--- src/rtl/matrix_pkg.sv ---
// rtl/matrix_pkg.sv - shared types and constants for the matrix window timing controller
// Purpose: FSM state encoding, matrix generator latency, counter width helpers.
// Ports: none (package).
package matrix_pkg;

   typedef enum logic [1:0] {
      S_IDLE  = 2'b00,
      S_FRAME = 2'b01,
      S_LINE  = 2'b10
   } state_e;

   // Register stages between an input pixel and the matching matrix_p11..p33 update.
   localparam int MATRIX_LAT = 2;

   function automatic int col_width(input int hdisp);
      return $clog2(hdisp + 1);
   endfunction

   function automatic int row_width(input int vdisp);
      return $clog2(vdisp + 1);
   endfunction

endpackage

--- src/rtl/matrix_window_ctrl_if.sv ---
// rtl/matrix_window_ctrl_if.sv - video input and window output bundle
// Purpose: groups the vsync/href input and the window-valid/centre outputs.
// Ports: per_frame_vsync, per_frame_href (source -> ctrl); win_valid, win_row, win_col (ctrl -> sink).
// Modports: master = video source / window consumer, slave = matrix_window_ctrl.
interface matrix_window_ctrl_if #(
   parameter int CW = 10,
   parameter int RW = 9
) ();
   logic          per_frame_vsync;
   logic          per_frame_href;
   logic          win_valid;
   logic [RW-1:0] win_row;
   logic [CW-1:0] win_col;

   modport master (
      output per_frame_vsync, per_frame_href,
      input  win_valid, win_row, win_col
   );

   modport slave (
      input  per_frame_vsync, per_frame_href,
      output win_valid, win_row, win_col
   );
endinterface

--- src/rtl/pipe_delay.sv ---
// rtl/pipe_delay.sv - fixed-depth register delay line
// Purpose: delays a bundle by DEPTH clocks so it lines up with the matrix generator output.
// Ports: clk, rst_n (async, active-low), d_i (WIDTH) in, q_o (WIDTH) out.
module pipe_delay
   import matrix_pkg::*;
#(
   parameter int WIDTH = 1,
   parameter int DEPTH = MATRIX_LAT
) (
   input  logic             clk,
   input  logic             rst_n,
   input  logic [WIDTH-1:0] d_i,
   output logic [WIDTH-1:0] q_o
);
   logic [WIDTH-1:0] stage_q [DEPTH];

   always_ff @(posedge clk or negedge rst_n) begin
      if (!rst_n) begin
         stage_q <= '{default: '0};
      end else begin
         stage_q[0] <= d_i;
         for (int i = 1; i < DEPTH; i++) begin
            stage_q[i] <= stage_q[i-1];
         end
      end
   end

   assign q_o = stage_q[DEPTH-1];
endmodule

--- src/rtl/matrix_window_ctrl.sv ---
// rtl/matrix_window_ctrl.sv - row/column timing controller for the 3x3 matrix window generator
// Purpose: counts rows/columns of accepted frames, flags full in-image windows with their centre
//          coordinates aligned to the matrix output, pulses frame/line events, flags malformed frames.
// Ports: clk, rst_n (async, active-low), ctrl_en, vid (slave: vsync/href in, win_valid/row/col out),
//        line_done, frame_start, frame_done, err_hlen, err_vlen, busy.
module matrix_window_ctrl
   import matrix_pkg::*;
#(
   parameter int IMG_HDISP = 640,
   parameter int IMG_VDISP = 480,
   parameter int CW        = col_width(IMG_HDISP),
   parameter int RW        = row_width(IMG_VDISP)
) (
   input  logic                 clk,
   input  logic                 rst_n,
   input  logic                 ctrl_en,
   matrix_window_ctrl_if.slave  vid,
   output logic                 line_done,
   output logic                 frame_start,
   output logic                 frame_done,
   output logic                 err_hlen,
   output logic                 err_vlen,
   output logic                 busy
);
   localparam logic [CW-1:0] HD = CW'(IMG_HDISP);
   localparam logic [RW-1:0] VD = RW'(IMG_VDISP);
   localparam int            PW = 1 + RW + CW + 1;

   state_e        state_q;
   logic          vsync_q, href_q, vs_armed_q;
   logic [RW-1:0] row_q;
   logic [CW-1:0] col_q;
   logic          line_done_q, frame_start_q, frame_done_q, err_hlen_q, err_vlen_q;

   logic          vsync, href, vsync_rise, vsync_fall, href_fall, line_close;
   logic [RW-1:0] row_inc, row_after;

   assign vsync = vid.per_frame_vsync;
   assign href  = vid.per_frame_href;

   // A rise only counts once vsync has been seen low since reset, so a reset in
   // the middle of a frame waits for the next genuine frame start.
   assign vsync_rise = vsync & ~vsync_q & vs_armed_q;
   assign vsync_fall = ~vsync & vsync_q;
   assign href_fall  = ~href & href_q;

   assign line_close = (state_q == S_LINE) && href_fall;
   assign row_inc    = (row_q == VD) ? row_q : row_q + RW'(1);
   // Frame length check sees the line that closes in the same cycle.
   assign row_after  = line_close ? row_inc : row_q;

   always_ff @(posedge clk or negedge rst_n) begin
      if (!rst_n) begin
         state_q       <= S_IDLE;
         vsync_q       <= 1'b0;
         href_q        <= 1'b0;
         vs_armed_q    <= 1'b0;
         row_q         <= '0;
         col_q         <= '0;
         line_done_q   <= 1'b0;
         frame_start_q <= 1'b0;
         frame_done_q  <= 1'b0;
         err_hlen_q    <= 1'b0;
         err_vlen_q    <= 1'b0;
      end else begin
         vsync_q       <= vsync;
         href_q        <= href;
         if (!vsync) vs_armed_q <= 1'b1;
         line_done_q   <= 1'b0;
         frame_start_q <= 1'b0;
         frame_done_q  <= 1'b0;

         case (state_q)
            S_IDLE: begin
               if (vsync_rise && ctrl_en) begin
                  state_q       <= S_FRAME;
                  frame_start_q <= 1'b1;
                  err_hlen_q    <= 1'b0;
                  err_vlen_q    <= 1'b0;
                  row_q         <= '0;
                  col_q         <= '0;
               end
            end
            S_FRAME: begin
               if (href) begin
                  state_q <= S_LINE;
                  col_q   <= CW'(1);
               end
            end
            S_LINE: begin
               if (href) begin
                  if (col_q == HD) err_hlen_q <= 1'b1;
                  else             col_q      <= col_q + CW'(1);
               end else if (href_fall) begin
                  if (col_q != HD) err_hlen_q <= 1'b1;
                  line_done_q <= 1'b1;
                  row_q       <= row_inc;
                  col_q       <= '0;
                  state_q     <= S_FRAME;
               end
            end
            default: state_q <= S_IDLE;
         endcase

         if ((state_q != S_IDLE) && vsync_fall) begin
            frame_done_q <= 1'b1;
            if (row_after != VD) err_vlen_q <= 1'b1;
            state_q <= S_IDLE;
         end
      end
   end

   // Window decision for the pixel on the input this cycle (r = row_q, c = col_q).
   // Last row/column and overflow pixels are excluded so a centre is always in-image.
   logic          pix_valid, full;
   logic [PW-1:0] pipe_d, pipe_q;
   logic          d_full, d_href;
   logic [RW-1:0] d_row, win_row_q;
   logic [CW-1:0] d_col, win_col_q;

   assign pix_valid = href && (state_q != S_IDLE);
   assign full      = pix_valid && (row_q >= RW'(2)) && (row_q < VD)
                                && (col_q >= CW'(2)) && (col_q < HD);
   assign pipe_d    = {full, row_q - RW'(1), col_q - CW'(1), pix_valid};

   pipe_delay #(.WIDTH(PW), .DEPTH(MATRIX_LAT)) u_pipe (
      .clk   (clk),
      .rst_n (rst_n),
      .d_i   (pipe_d),
      .q_o   (pipe_q)
   );

   assign {d_full, d_row, d_col, d_href} = pipe_q;

   // Coordinates only move on a valid window, so they hold through href gaps.
   always_ff @(posedge clk or negedge rst_n) begin
      if (!rst_n) begin
         win_row_q <= '0;
         win_col_q <= '0;
      end else if (d_href && d_full) begin
         win_row_q <= d_row;
         win_col_q <= d_col;
      end
   end

   assign vid.win_valid = d_href && d_full;
   assign vid.win_row   = vid.win_valid ? d_row : win_row_q;
   assign vid.win_col   = vid.win_valid ? d_col : win_col_q;

   assign line_done   = line_done_q;
   assign frame_start = frame_start_q;
   assign frame_done  = frame_done_q;
   assign err_hlen    = err_hlen_q;
   assign err_vlen    = err_vlen_q;
   assign busy        = (state_q != S_IDLE);
endmodule

--- src/flat_wrapper.sv ---
// flat-port wrapper written by rule: the top's interface ports become plain ports
module matrix_window_ctrl_flat import matrix_pkg::*;
#(
   parameter int IMG_HDISP = 640,
   parameter int IMG_VDISP = 480,
   parameter int CW        = col_width(IMG_HDISP),
   parameter int RW        = row_width(IMG_VDISP)
)
  (clk, rst_n, ctrl_en, line_done, frame_start, frame_done, err_hlen, err_vlen, busy, vid_per_frame_vsync, vid_per_frame_href, vid_win_valid, vid_win_row, vid_win_col);
  matrix_window_ctrl_if #(.CW(CW), .RW(RW)) vid_i ();
  input  logic clk;
  input  logic rst_n;
  input  logic ctrl_en;
  output logic line_done;
  output logic frame_start;
  output logic frame_done;
  output logic err_hlen;
  output logic err_vlen;
  output logic busy;
  input wire logic [$bits(vid_i.per_frame_vsync)-1:0] vid_per_frame_vsync;
  input wire logic [$bits(vid_i.per_frame_href)-1:0] vid_per_frame_href;
  output wire logic [$bits(vid_i.win_valid)-1:0] vid_win_valid;
  output wire logic [$bits(vid_i.win_row)-1:0] vid_win_row;
  output wire logic [$bits(vid_i.win_col)-1:0] vid_win_col;
  assign vid_i.per_frame_vsync = vid_per_frame_vsync;
  assign vid_i.per_frame_href = vid_per_frame_href;
  assign vid_win_valid = vid_i.win_valid;
  assign vid_win_row = vid_i.win_row;
  assign vid_win_col = vid_i.win_col;
  matrix_window_ctrl #(.IMG_HDISP(IMG_HDISP), .IMG_VDISP(IMG_VDISP), .CW(CW), .RW(RW)) u_core (.clk(clk), .rst_n(rst_n), .ctrl_en(ctrl_en), .vid(vid_i), .line_done(line_done), .frame_start(frame_start), .frame_done(frame_done), .err_hlen(err_hlen), .err_vlen(err_vlen), .busy(busy));
endmodule
--- config.mk ---
export PLATFORM = sky130hd
export DESIGN_NAME = matrix_window_ctrl_flat
export DESIGN_NICKNAME = d
export VERILOG_FILES = /design/src/rtl/matrix_pkg.sv /design/src/rtl/matrix_window_ctrl_if.sv /design/src/rtl/pipe_delay.sv /design/src/rtl/matrix_window_ctrl.sv /design/src/flat_wrapper.sv
export SDC_FILE = /design/constraint.sdc
export NUM_CORES = 1
export LEC_CHECK = 0
export BUFFER_PORTS_ARGS = -buffer_cell sky130_fd_sc_hd__buf_2
export CORE_MARGIN = 2
export CORE_UTILIZATION = 40
export CTS_BUF_LIST = sky130_fd_sc_hd__clkbuf_8
export DETAILED_ROUTE_END_ITERATION = 16
export GPL_ROUTABILITY_DRIVEN = 0
export HOLD_SLACK_MARGIN = 0.03
export MAX_ROUTING_LAYER = met4
export PLACE_DENSITY = 0.66
export SLEW_MARGIN = 20
export SYNTH_ARGS = -nofsm -noshare
export SYNTH_HDL_FRONTEND = slang
export SYNTH_SLANG_ARGS = --single-unit
export TNS_END_PERCENT = 100
--- constraint.sdc ---
create_clock -name clk -period 1.8 [get_ports clk]
set_input_delay 0.18 -clock clk [delete_from_list [all_inputs] [get_ports clk]]
set_output_delay 0.18 -clock clk [all_outputs]
set_load 0.005 [all_outputs]
==> reports/qor.yml <==
area_growth_pct: 21.8
seqCellArea_um2: 2250
synth_area_um2: 3870
startpoint_type: "flip-flop"
antenna_cells: 0
grt_usage: 0.151
insertion_delay_ns: 0.35
power_density_nw_per_um2: 1080
htree_levels: 3
crit_slowest_cell: "dfrtp_2"
routed_via_density: 5.03
grt_max_degree: 33
synthTopCellsByArea: "dfrtp_1 (58%), mux2_2 (5.5%), ha_1 (3.6%), o21ai_1 (2.7%), nand2_1 (2.4%)"
synth_compound_area_frac: 0.106
syn_inst: 332
cp.required_ns: 2.10
async_reset_ff_frac: 1.00
clock.fmax_ghz: 0.571
hold_violations: 0
fin_hold_ws_ns: 0.290
yosys_warnings: 0
cts-buffers-inserted: 9
core_area_um2: 9330
worst_pin_slew_ns: 0.578
cts_sinks: 90
min_period_over_period: 0.973
critPathMaxFanout: 6
drtAntennaViolNets: 0
firstDrtPassIters: 4
crit_arrival_ns: 2.05
overflow: 0
synth_top_family_by_area: "simple AND/OR/NAND/NOR gates"
final_net_count: 411
dp_hpwl_mm: 4.95
max_stage_delay_ns: 0.45
start_util: 0.415
synth_fa_ha_area_frac: 0.0355
relSlewSlack: 0.611
place_inst: 506
antenna_found_initial: 0
synth_top_area_cell: "dfrtp_1"
synth-seq-area-share: 0.581
peakVddDrop_mv: 0.497
synth_top_cells_by_count: "dfrtp_1 (90), nand2_1 (25), o21ai_1 (21)"
maxCapViolCount: 0
synth.ff_latch_count: 90
hold_path_class: "in2async"
vias: 2662
cts_root_buffer: "clkbuf_8"
p_leak_nw: 2.17
crit_family: "simple AND/OR/NAND/NOR gates"
crit_type: "reg2reg"
synth_edf_count: 0
dieArea_um2: 10500
path_cells: "ha_4 -> nor2b_1 -> o21ai_4 -> nand4b_4 -> or3b_4 -> nand2_1"
netlist.area_leader.share: 0.581
worst_setup_path_end_kind: "flip-flop"
yosys.area_share.simple: 0.142
cts.reportedPaths.clkPinSlew_ns: 0.09
drt-initial-drc-count: 114
syn_avg_cell_area_um2: 11.7
drt-total-wl_mm: 7.17
multiInputGateArea_um2: 1560
grt_pass1_vias: 2593
syn_nets: 348
drc: 0
cts_tree: "done"
pin_count: 31
grt_pass1_wl_mm: 11.9
synthMuxAreaShare: 0.0604
fin_skew_ns: 0.00966
synth_xor_area_frac: 0.0362
min_period_ns: 1.75
port-buffer-count: 30
rows: 35
finalSetupViolations: 0
synth_cell_type_count: 53
fill_cells: 824
path_buf_inv: 0
die_h_um: 102
final_cells: 529
yosys.cell_count.top_type: "dfrtp_1"
synth_flop_cell: "dfrtp_1"
die_x_um: 102
cts_buffer_depth: 2
status: "finished clean"
slew_viol_final: 0
wl_per_cell_um: 13.6
drive_gt1_frac: 0.313
worst paths after layout:
check / startpoint / endpoint / slack, ns / cells after the start
max: u_core.state_q[1]$_DFFE_PN0P_ / u_core.col_q[7]$_DFFE_PN0P_ / 0.05 / 6
min: rst_n / u_core.err_vlen$_DFF_PN0_ / 0.29 / 2
max reg2reg: u_core.state_q[1]$_DFFE_PN0P_ / u_core.col_q[7]$_DFFE_PN0P_ / 0.05 / 6
min reg2reg: u_core.u_pipe.stage_q[35]$_DFF_PN0_ / u_core.u_pipe.q_o[14]$_DFF_PN0_ / 0.35 / 0
max in group asynchronous: rst_n / u_core.u_pipe.stage_q[25]$_DFF_PN0_ / 0.91 / 3
min in group clk: ctrl_en / u_core.frame_start$_DFF_PN0_ / 0.34 / 4
worst register-to-register path: cells and delay by family, from the launching register on:
family / cells / cell delay (ns)
AO/OA/AOI/OAI: 1 / 0.24
flip-flops: 1 / 0.45
AND/OR/NAND/NOR: 4 / 0.82
adder cells (fa/ha/maj): 1 / 0.19
repair_timing:
item                                   in CTS  in global routing
hold buffers                                3                  0
gates cloned                                0                  1
endpoints found under the hold margin      32                  0
buffers inserted                            2                  1
setup endpoints to repair                  10                 38
resized for setup                           3                 13
pin swaps                                   2                  4
metrics by stage:
| step | util | worst slack, ns | total power, mW | setup TNS (ns) | area (um2) |
|---|---|---|---|---|---|
| 2_1_floorplan | - | 0.0298 | 3.23 | 0 | 3880 |
| 3_3_place_gp | 0.470 | 0.0444 | 3.59 | 0 | 4380 |
| 3_5_place_dp | 0.470 | -0.0433 | 3.62 | -0.229 | 4380 |
| 4_1_cts | 0.498 | -0.0143 | 5.06 | -0.0143 | 4640 |
| 5_1_grt | 0.506 | -0.00224 | 5.44 | -0.00224 | 4720 |
| 6_report | 0.506 | 0.0481 | 5.11 | 0 | 4720 |
area by class of cell:
type,count,share of cell area
Inverter,16,0.0127
Clock buffer,9,0.0263
Sequential cell,90,0.478
Tap cell,129,0.0342
Multi-Input combinational cell,209,0.331
Clock inverter,7,0.0162
Timing Repair Buffer,69,0.102
power by group:
| group | internal (mW) | switching, mW | leakage, nW |
|---|---|---|---|
| combinational | 0.538 | 0.772 | 1.01 |
| sequential | 2.31 | 0.111 | 1.06 |
| clock | 0.652 | 0.729 | 0.102 |
| total | 3.50 | 1.61 | 2.17 |
per-layer routing:
layer	global-route usage	part of all wire	wire [um]	up-vias
met5	-	0	0	-
met4	0.0431	0.012	83	0
met3	0.0410	0.037	266	9
met2	0.227	0.47	3380	63
met1	0.201	0.48	3440	1300
li1	-	-	-	1290
cell usage in the layout, fill, tap and decap left out, types with 4 or more instances in the layout:
cell type  count
nand3_1        9
nor2_1        18
nor2b_1        5
xnor2_1        8
clkbuf_8       9
o21ai_0        4
o21ai_1       20
xor2_1         8
nand2b_1       5
o31ai_1        9
nor3_1        11
buf_4         34
buf_2         29
dfrtp_1       89
mux2_2        19
a21oi_1        5
inv_1         14
ha_1           7
nand2_1       23
kinds of logic (layout without fill, tap and decap cells):
family                     count (synthesis)  count (layout)
AOI/OAI and AO/OA                         61              62
DFF                                       90              90
buffers and inverters                     34             101
adders and majority gates                 11              11
muxes                                     21              21
xor gates and xnor gates                  16              16
and+or+nand+nor                           99              99
registers in the layout (all words and copies together), names as in the netlist:
name	count
u_core.col_q	10
u_core.err_hlen	1
u_core.err_vlen	1
u_core.frame_done	1
u_core.frame_start	1
u_core.href_q	1
u_core.line_done	1
u_core.row_q	9
u_core.state_q	2
u_core.u_pipe.q_o	21
u_core.u_pipe.stage_q	21
u_core.vs_armed_q	1
u_core.vsync_q	1
u_core.win_col_q	10
u_core.win_row_q	9
Power figures use the tool's default switching activity.
